<file path="src/rtl/lifo_pkg.sv">
// Shared types for the LIFO arbiter: default data width, operation codes
// and the response-pipeline stage record.
package lifo_pkg;

    localparam int LIFO_DATA_W = 16;
    localparam int ID_W_MAX    = 3;

    typedef enum logic {
        OP_PUSH = 1'b0,
        OP_POP  = 1'b1
    } op_e;

    typedef struct packed {
        logic                valid;
        logic [ID_W_MAX-1:0] id;
        op_e                 op;
        logic                err;
    } rsp_stage_t;

endpackage

</file>
<file path="src/rtl/lifo_arbiter_rr_arbiter.sv">
// Round-robin arbiter: one-hot grant to the first active request at or after
// the pointer; the pointer moves past the winner when advance is high.
module rr_arbiter #(
    parameter int NUM_REQ = 2
) (
    input  logic                       clk,
    input  logic                       rst_n,
    input  logic [NUM_REQ-1:0]         req,
    input  logic                       advance,
    output logic [NUM_REQ-1:0]         grant,
    output logic [$clog2(NUM_REQ)-1:0] grant_id
);

    localparam int ID_W = $clog2(NUM_REQ);

    logic [ID_W-1:0] rr_ptr;

    always_comb begin
        logic        found;
        int unsigned idx;
        grant    = '0;
        grant_id = '0;
        found    = 1'b0;
        idx      = 0;
        for (int unsigned off = 0; off < NUM_REQ; off++) begin
            idx = 32'(rr_ptr) + off;
            if (idx >= NUM_REQ) begin
                idx = idx - NUM_REQ;
            end
            if (!found && req[idx]) begin
                found      = 1'b1;
                grant[idx] = 1'b1;
                grant_id   = ID_W'(idx);
            end
        end
    end

    always_ff @(posedge clk or negedge rst_n) begin
        if (!rst_n) begin
            rr_ptr <= '0;
        end else if (advance) begin
            rr_ptr <= (grant_id == ID_W'(NUM_REQ - 1)) ? '0 : grant_id + ID_W'(1);
        end
    end

endmodule

</file>
<file path="src/rtl/lifo_arbiter.sv">
// Shares one LIFO stack among NUM_REQ requesters: at most one push or pop per
// cycle, illegal operations rejected, one in-order response per grant.
module lifo_arbiter
    import lifo_pkg::*;
#(
    parameter int NUM_REQ = 2,
    parameter int DATA_W  = LIFO_DATA_W,
    parameter int DEPTH   = 8,
    parameter int RD_LAT  = 1
) (
    input  logic                          clk,
    input  logic                          rst_n,
    input  logic [NUM_REQ-1:0]            req_valid,
    input  logic [NUM_REQ-1:0]            req_pop,
    input  logic [NUM_REQ*DATA_W-1:0]     req_data,
    output logic [NUM_REQ-1:0]            req_grant,
    output logic                          rsp_valid,
    output logic [$clog2(NUM_REQ)-1:0]    rsp_id,
    output logic                          rsp_err,
    output logic [DATA_W-1:0]             rsp_data,
    output logic [DATA_W-1:0]             stk_in,
    output logic                          stk_wn,
    output logic                          stk_rn,
    input  logic [DATA_W-1:0]             stk_out,
    input  logic                          stk_full,
    input  logic                          stk_empty,
    output logic [$clog2(DEPTH+1)-1:0]    occupancy
);

    localparam int ID_W  = $clog2(NUM_REQ);
    localparam int OCC_W = $clog2(DEPTH + 1);

    logic [NUM_REQ-1:0] grant_raw;
    logic [ID_W-1:0]    gnt_id;
    logic               gnt_any;
    logic               gnt_pop;
    logic [DATA_W-1:0]  gnt_data;
    logic               legal_push;
    logic               legal_pop;
    rsp_stage_t         new_stage;
    rsp_stage_t         pipe [RD_LAT+1];

    rr_arbiter #(
        .NUM_REQ (NUM_REQ)
    ) u_rr (
        .clk      (clk),
        .rst_n    (rst_n),
        .req      (req_valid),
        .advance  (gnt_any),
        .grant    (grant_raw),
        .grant_id (gnt_id)
    );

    // Grants are suppressed combinationally so nothing reaches the stack during reset.
    assign req_grant = rst_n ? grant_raw : '0;
    assign gnt_any   = |req_grant;
    assign gnt_pop   = req_pop[gnt_id];
    assign gnt_data  = req_data[int'(gnt_id)*DATA_W +: DATA_W];

    assign legal_push = gnt_any && !gnt_pop && !stk_full;
    assign legal_pop  = gnt_any &&  gnt_pop && !stk_empty;

    assign stk_wn = legal_push;
    assign stk_rn = legal_pop;
    assign stk_in = legal_push ? gnt_data : '0;

    always_comb begin
        new_stage       = '0;
        new_stage.valid = gnt_any;
        new_stage.id    = ID_W_MAX'(gnt_id);
        new_stage.op    = gnt_pop ? OP_POP : OP_PUSH;
        new_stage.err   = gnt_any && !(legal_push || legal_pop);
    end

    always_ff @(posedge clk or negedge rst_n) begin
        if (!rst_n) begin
            occupancy <= '0;
        end else if (legal_push && occupancy != OCC_W'(DEPTH)) begin
            occupancy <= occupancy + OCC_W'(1);
        end else if (legal_pop && occupancy != '0) begin
            occupancy <= occupancy - OCC_W'(1);
        end
    end

    // Pop data is taken from the stack as the stage leaves the last slot, by
    // which time the stack read latency has elapsed.
    always_ff @(posedge clk or negedge rst_n) begin
        if (!rst_n) begin
            for (int unsigned i = 0; i <= RD_LAT; i++) begin
                pipe[i] <= '0;
            end
            rsp_valid <= 1'b0;
            rsp_id    <= '0;
            rsp_err   <= 1'b0;
            rsp_data  <= '0;
        end else begin
            pipe[0] <= new_stage;
            for (int unsigned i = 1; i <= RD_LAT; i++) begin
                pipe[i] <= pipe[i-1];
            end
            rsp_valid <= pipe[RD_LAT].valid;
            rsp_id    <= pipe[RD_LAT].id[ID_W-1:0];
            rsp_err   <= pipe[RD_LAT].valid && pipe[RD_LAT].err;
            rsp_data  <= (pipe[RD_LAT].valid && pipe[RD_LAT].op == OP_POP && !pipe[RD_LAT].err)
                         ? stk_out : '0;
        end
    end

endmodule
</file>
<file path="config.mk">
export PLATFORM = sky130hd
export DESIGN_NAME = lifo_arbiter
export DESIGN_NICKNAME = d
export VERILOG_FILES = /design/src/rtl/lifo_pkg.sv /design/src/rtl/lifo_arbiter_rr_arbiter.sv /design/src/rtl/lifo_arbiter.sv
export SDC_FILE = /design/constraint.sdc
export NUM_CORES = 1
export LEC_CHECK = 0
export CELL_PAD_IN_SITES_DETAIL_PLACEMENT = 0
export CELL_PAD_IN_SITES_GLOBAL_PLACEMENT = 1
export CORE_UTILIZATION = 27
export CTS_BUF_LIST = sky130_fd_sc_hd__clkbuf_4 sky130_fd_sc_hd__clkbuf_8 sky130_fd_sc_hd__clkbuf_16
export CTS_CLUSTER_SIZE = 8
export DETAILED_ROUTE_END_ITERATION = 16
export GPL_ROUTABILITY_DRIVEN = 0
export PLACE_DENSITY_LB_ADDON = 0.1
export SLEW_MARGIN = 25
export SYNTH_ARGS = -nofsm -noshare
export SYNTH_HDL_FRONTEND = slang
export SYNTH_SLANG_ARGS = --single-unit
</file>
<file path="constraint.sdc">
create_clock -name clk -period 6.67 [get_ports clk]
set_clock_uncertainty 0.1 [all_clocks]
set_input_delay 1.334 -clock clk [delete_from_list [all_inputs] [get_ports clk]]
set_output_delay 1.334 -clock clk [all_outputs]
set_load 0.02 [all_outputs]
</file>
# Word-level counts from Yosys, hierarchy flattened

Cells that the tools add are included.
W data, S select, Z words.

Register bits: 32

Reductions and logical operators: 23
Bitwise operators: 1
Equality and inequality tests: 1
Add/sub/neg operators: 6
Shift operators: 1
$lt $le $gt $ge: 7
Mux-type cells: 24

Operators by type and width:

| cell                    | count |
|---|---|
| $ge A32 B1 Y1 const B   | 2 |
| $lt A32 B2 Y1 const B   | 2 |
| $mux W32                | 2 |
| $ge A32 B2 Y1 const B   | 1 |
| $mux W16                | 2 |
| $shiftx A32 B6 Y16      | 1 |
| $sub A32 B2 Y32 const B | 1 |
| $logic_and A1 B1 Y1     | 13 |
| $mux W1                 | 13 |
| $mux W4                 | 2 |
| $logic_not A1 Y1        | 6 |
| $mux W2                 | 3 |
| $add A4 B1 Y4 const B   | 1 |
| $ne A4 B4 Y1 const B    | 1 |
| $reduce_bool A4 Y1      | 1 |
| $sub A4 B1 Y4 const B   | 1 |
| $sub A1 B2 Y3 const B   | 1 |
| $add A1 B1 Y2 const B   | 1 |
| $demux W1 S1            | 2 |
| $ge A1 B2 Y1 const B    | 1 |
| $lt A1 B2 Y1 const B    | 1 |
| $or A2 B2 Y2            | 1 |
| $reduce_bool A2 Y1      | 1 |
| $reduce_or A2 Y1        | 1 |
| other kinds (2)         | 2 |

# Longest topological paths before layout

Depth in word-level cells: 16
Mapped depth: 11
Mapped depth without buffers: 11

# Hierarchy

From an unflattened synthesis, not the netlist that was laid out.

Cell total of the unflattened synthesis: 127
Area total of the unflattened synthesis: 1505.2 µm²

By module, submodules not included:

| module       | sequential area each (µm²) | cells each | instances | area each (µm²) |
|---|---|---|---|---|
| lifo_arbiter | 775.7                      | 120        | 1         | 1421.4 |
| rr_arbiter   | 25.0                       | 7          | 1         | 83.8 |

# Worst setup path after synthesis

No wires, ideal clock.

Path type: input port to output port
Start point: input req_pop[1]
End point: output stk_in[10]
Setup slack: 2.765 ns
Stages: 6
Arrival: 2.471 ns
Data required time: 5.236 ns
Cells stage by stage: and2_1 > a211oi_1 > nand2_2 > buf_2 > buf_6 > a21oi_1

Cells in the longest elaborated chain, start to end: 6

RTL lines:

| what                                       | RTL line           | source |
|---|---|---|
| start, declared                            | lifo_arbiter.sv:14 | `input logic [NUM_REQ-1:0] req_pop,` |
| $mux W1 (implied by the code) (2 in a row) | lifo_arbiter.sv:57 | `assign gnt_pop = req_pop[gnt_id];` |
| $logic_not A1 Y1                           | lifo_arbiter.sv:60 | `assign legal_push = gnt_any && !gnt_pop && !stk_full;` |
| $logic_and A1 B1 Y1 (2 in a row)           | lifo_arbiter.sv:60 |  |
| $mux W16                                   | lifo_arbiter.sv:65 | `assign stk_in = legal_push ? gnt_data : '0;` |
| end, declared                              | lifo_arbiter.sv:21 | `output logic [DATA_W-1:0] stk_in,` |

Every way passes these cells. The select of a mux whose other input is x is not followed.

# Final worst setup path

Start point: input req_valid[0]
End point: output stk_in[12]

Cells in the longest elaborated chain, start to end: 12
Elaborated cells between the ends (all ways): 21
Classes of those cells: 1 x shift; 13 x mux; 1 x bitwise; 6 x reduce/logical

RTL lines:

| what                                                                        | RTL line           | source |
|---|---|---|
| start, declared                                                             | lifo_arbiter.sv:13 | `input logic [NUM_REQ-1:0] req_valid,` |
| parallel branches: the longest is 11 deep, another holds $shiftx A32 B6 Y16 | n/a                |  |
| $mux W16 (*)                                                                | lifo_arbiter.sv:65 |  |

Mark *: on every way between the ends. The select of a mux whose other input is x is not followed.

==> impl_metrics.ini <==
[finish]
n_fill_cell = 482
multi_input_area_sq_um = 652
drive_gt1_frac = 0.0703
nNetsFinal = 314
stdcell_area_sq_um = 2650
syn_to_final_growth_pct = 77.1
diodes = 0
seq_area_sq_um = 801

[clocking]
numCtsBuffers = 5
path_clk_slew_ns = 0.07
clock_latency_ns = 0.28
cts_tree = built
cts_resized = 0
hold_buffers = 0
cts_root_buf = clkbuf_8
h-tree-depth = 2
clock-sinks = 32
post_cts_buffers = 0
clockBufferDepth = 2

[route]
post_drt_wl_per_cell_microns = 12.2
drt_iter0_markers = 58
route.detailed.drc = 0
post_drt_via_cell_ratio = 4.43
first_pass_iters = 4
vias = 1444
wl_microns = 3980
antenna_left = 0

[global_route]
grt_util_all_layers = 0.143
overflow = 0
grt_pass1_vias = 1332
grt_pass1_wl_microns = 6560
grt_start_max_net_pins = 38
grt_antenna_before_repair = 0

[setup_path]
cp_data_required_time_ns = 5.24
cp.arrival_ns = 3.95
cp_cell_sequence = clkdlybuf4s50_1 > nand2b_4 > nand2_1 > clkinv_1 > nand2_1 > a21oi_1 > clkdlybuf4s50_1
start_kind = primary input
crit_buf_inv = 3
path_max_fanout = 17
slowest_stage = clkinv_1
cpLargestDelayFamily = buffers and inverters
max_stage_delay_ns = 0.61
critical_path_class = in2out
worstSetupEndpointType = output port

[timing]
setup_violations = 0
hold_viol_final = 0
fin_setup_tns_ns = 0
finalMaxSlewViolations = 0
tightest_slew_ns = 0.726
max_freq_mhz = 186
finalCriticalPeriod_ns = 5.39
rsz0062_at_grt = no
finalCritPeriodShare = 0.808
relSlewSlack = 0.514
setup_ws_ns = 1.28

[logic_synthesis]
synth-seq-cells = 32
synth_cells = 154
syn_area_per_cell_sq_um = 9.72
ys.warnings.count = 0
synth_cell_types = 32
seq_area_frac_synth = 0.535
synthesis.nets = 213
syn-cell-area_sq_um = 1500

[floorplan]
die_h_microns = 76.4
fp.dieW_microns = 76.4
io_pins = 99
die_area_sq_um = 5840
initial_core_util = 0.286
core-area_sq_um = 5240
core.rowCount = 26

[worst_hold_path]
hp-class = reg2reg

[place]
post-place-ws_ns = 1.25
place.port_buffers = 98
postPlaceCellArea_sq_um = 2540
dp_hpwl_microns = 2940

[flow_run]
cap_violations = 0

[status]
outcome = complete, no violations

[power]
p_leak_nw = 1.13
ir_drop_mv = 0.195
finalPower_uw = 649
power_density_nw_per_um2 = 245
[final cells by class]
cell class	instances	share of cell area
repair buffers	99	0.371
flip-flops and latches	32	0.302
multi-input cells	113	0.246
well taps	70	0.0331
clock buffers	5	0.0260
clock inverters	3	0.0161
inverters	4	0.00567
[cell usage after synthesis]
master,instances,area [sq um]
clkinv_1,2,7.51
ha_1,2,25.0
inv_1,2,7.51
a31oi_1,1,6.26
buf_2,2,10.0
and3_1,1,6.26
dfrtp_1,32,801
a211oi_1,4,30.0
a21o_1,1,7.51
a21oi_1,21,105
nor3_1,2,10.0
xor2_1,1,8.76
or2_4,1,8.76
a22oi_2,1,12.5
nor2b_1,1,6.26
fa_1,1,20.0
mux2_2,1,11.3
o22ai_1,2,12.5
and2_1,18,113
nand2b_4,1,13.8
nor2_1,4,15.0
a21oi_4,1,16.3
nand2_2,1,6.26
buf_6,1,11.3
a22oi_1,1,7.51
mux2i_1,2,20.0
a211o_1,1,8.76
o31a_1,1,8.76
clkbuf_1,2,7.51
o21ai_2,1,8.76
a21bo_2,1,10.0
nand2_1,41,154
[layout by cell type (no fill, tap or decap), types with 2 or more instances in the layout]
cell and count:
nor2_1 4, a211oi_1 4, ha_1 2, clkinv_1 2, and2_1 18, mux2i_1 2
inv_1 2, a21oi_1 21, clkdlybuf4s50_1 97, o22ai_1 2, nand2_1 41, dfrtp_1 32
nor3_1 2, clkbuf_8 5
[worst reg2reg max path, cell delays in order, from the launching register on]
cell,delay (ns)
dfrtp_1,0.40
nand2b_4,0.16
a21bo_2,0.26
nand2_2,0.32
clkinv_1,0.27
nand2_1,0.19
ha_1,0.25
a21o_1,0.18
a21oi_1,0.30
mux2i_1,0.12
mux2_2,0.27
[per-stage QoR]
| step | cells | utilization | hold slack (ns) |
|---|---|---|---|
| 2_1_floorplan | 154 | - | 0.231 |
| 4_1_cts | 326 | 0.506 | 0.251 |
| 5_1_grt | 326 | 0.506 | 0.261 |
| 3_3_place_gp | 318 | 0.485 | 0.233 |
| 3_5_place_dp | 318 | 0.485 | 0.235 |
| 6_report | 326 | 0.506 | 0.249 |
[sequential cells by signal, indices dropped and copies added, names as in the netlist]
name,count
rsp_err,1
rsp_valid,1
rsp_data,16
pipe,8
occupancy,4
rsp_id,1
u_rr.rr_ptr,1
[cell families after synthesis]
| family | Yosys count | synth area share |
|---|---|---|
| AOI/OAI and AO/OA | 36 | 0.156 |
| xor gates and xnor gates | 1 | 0.00585 |
| adders and majority gates | 3 | 0.0301 |
| buffers and inverters | 9 | 0.0293 |
| DFF | 32 | 0.535 |
| muxes | 3 | 0.0209 |
| and+or+nand+nor | 70 | 0.222 |
[path summary, 6_finish.rpt]
kind / start / end / slack (ns) / cells after the start
worst max-delay path: req_valid[0] / stk_in[12] / 1.28 / 7
worst max register to register: u_rr.rr_ptr / occupancy[3] / 3.73 / 10
min in group asynchronous: rst_n / rsp_data[9] / 0.98 / 2
worst min-delay path: pipe[6] / pipe[0] / 0.25 / 0
max in group asynchronous: rst_n / u_rr.rr_ptr / 5.17 / 2
worst min register to register: pipe[6] / pipe[0] / 0.25 / 0
[per-layer routing]
layer | vias to the layer above | global-route usage | share of wire
met5 | - | 0 | 0
met3 | 6 | 0.0443 | 0.056
met2 | 50 | 0.241 | 0.50
met4 | 0 | 0.0346 | 0.010
li1 | 718 | - | -
met1 | 670 | 0.178 | 0.44
[power by group]
| group | switching [mW] | internal (mW) | leakage (nW) |
|---|---|---|---|
| Combinational | 0.111 | 0.115 | 0.661 |
| Sequential | 0.0211 | 0.216 | 0.417 |
| Clock | 0.0757 | 0.110 | 0.0541 |
| Total | 0.207 | 0.441 | 1.13 |
No activity file was read; power rests on OpenSTA's default activity.
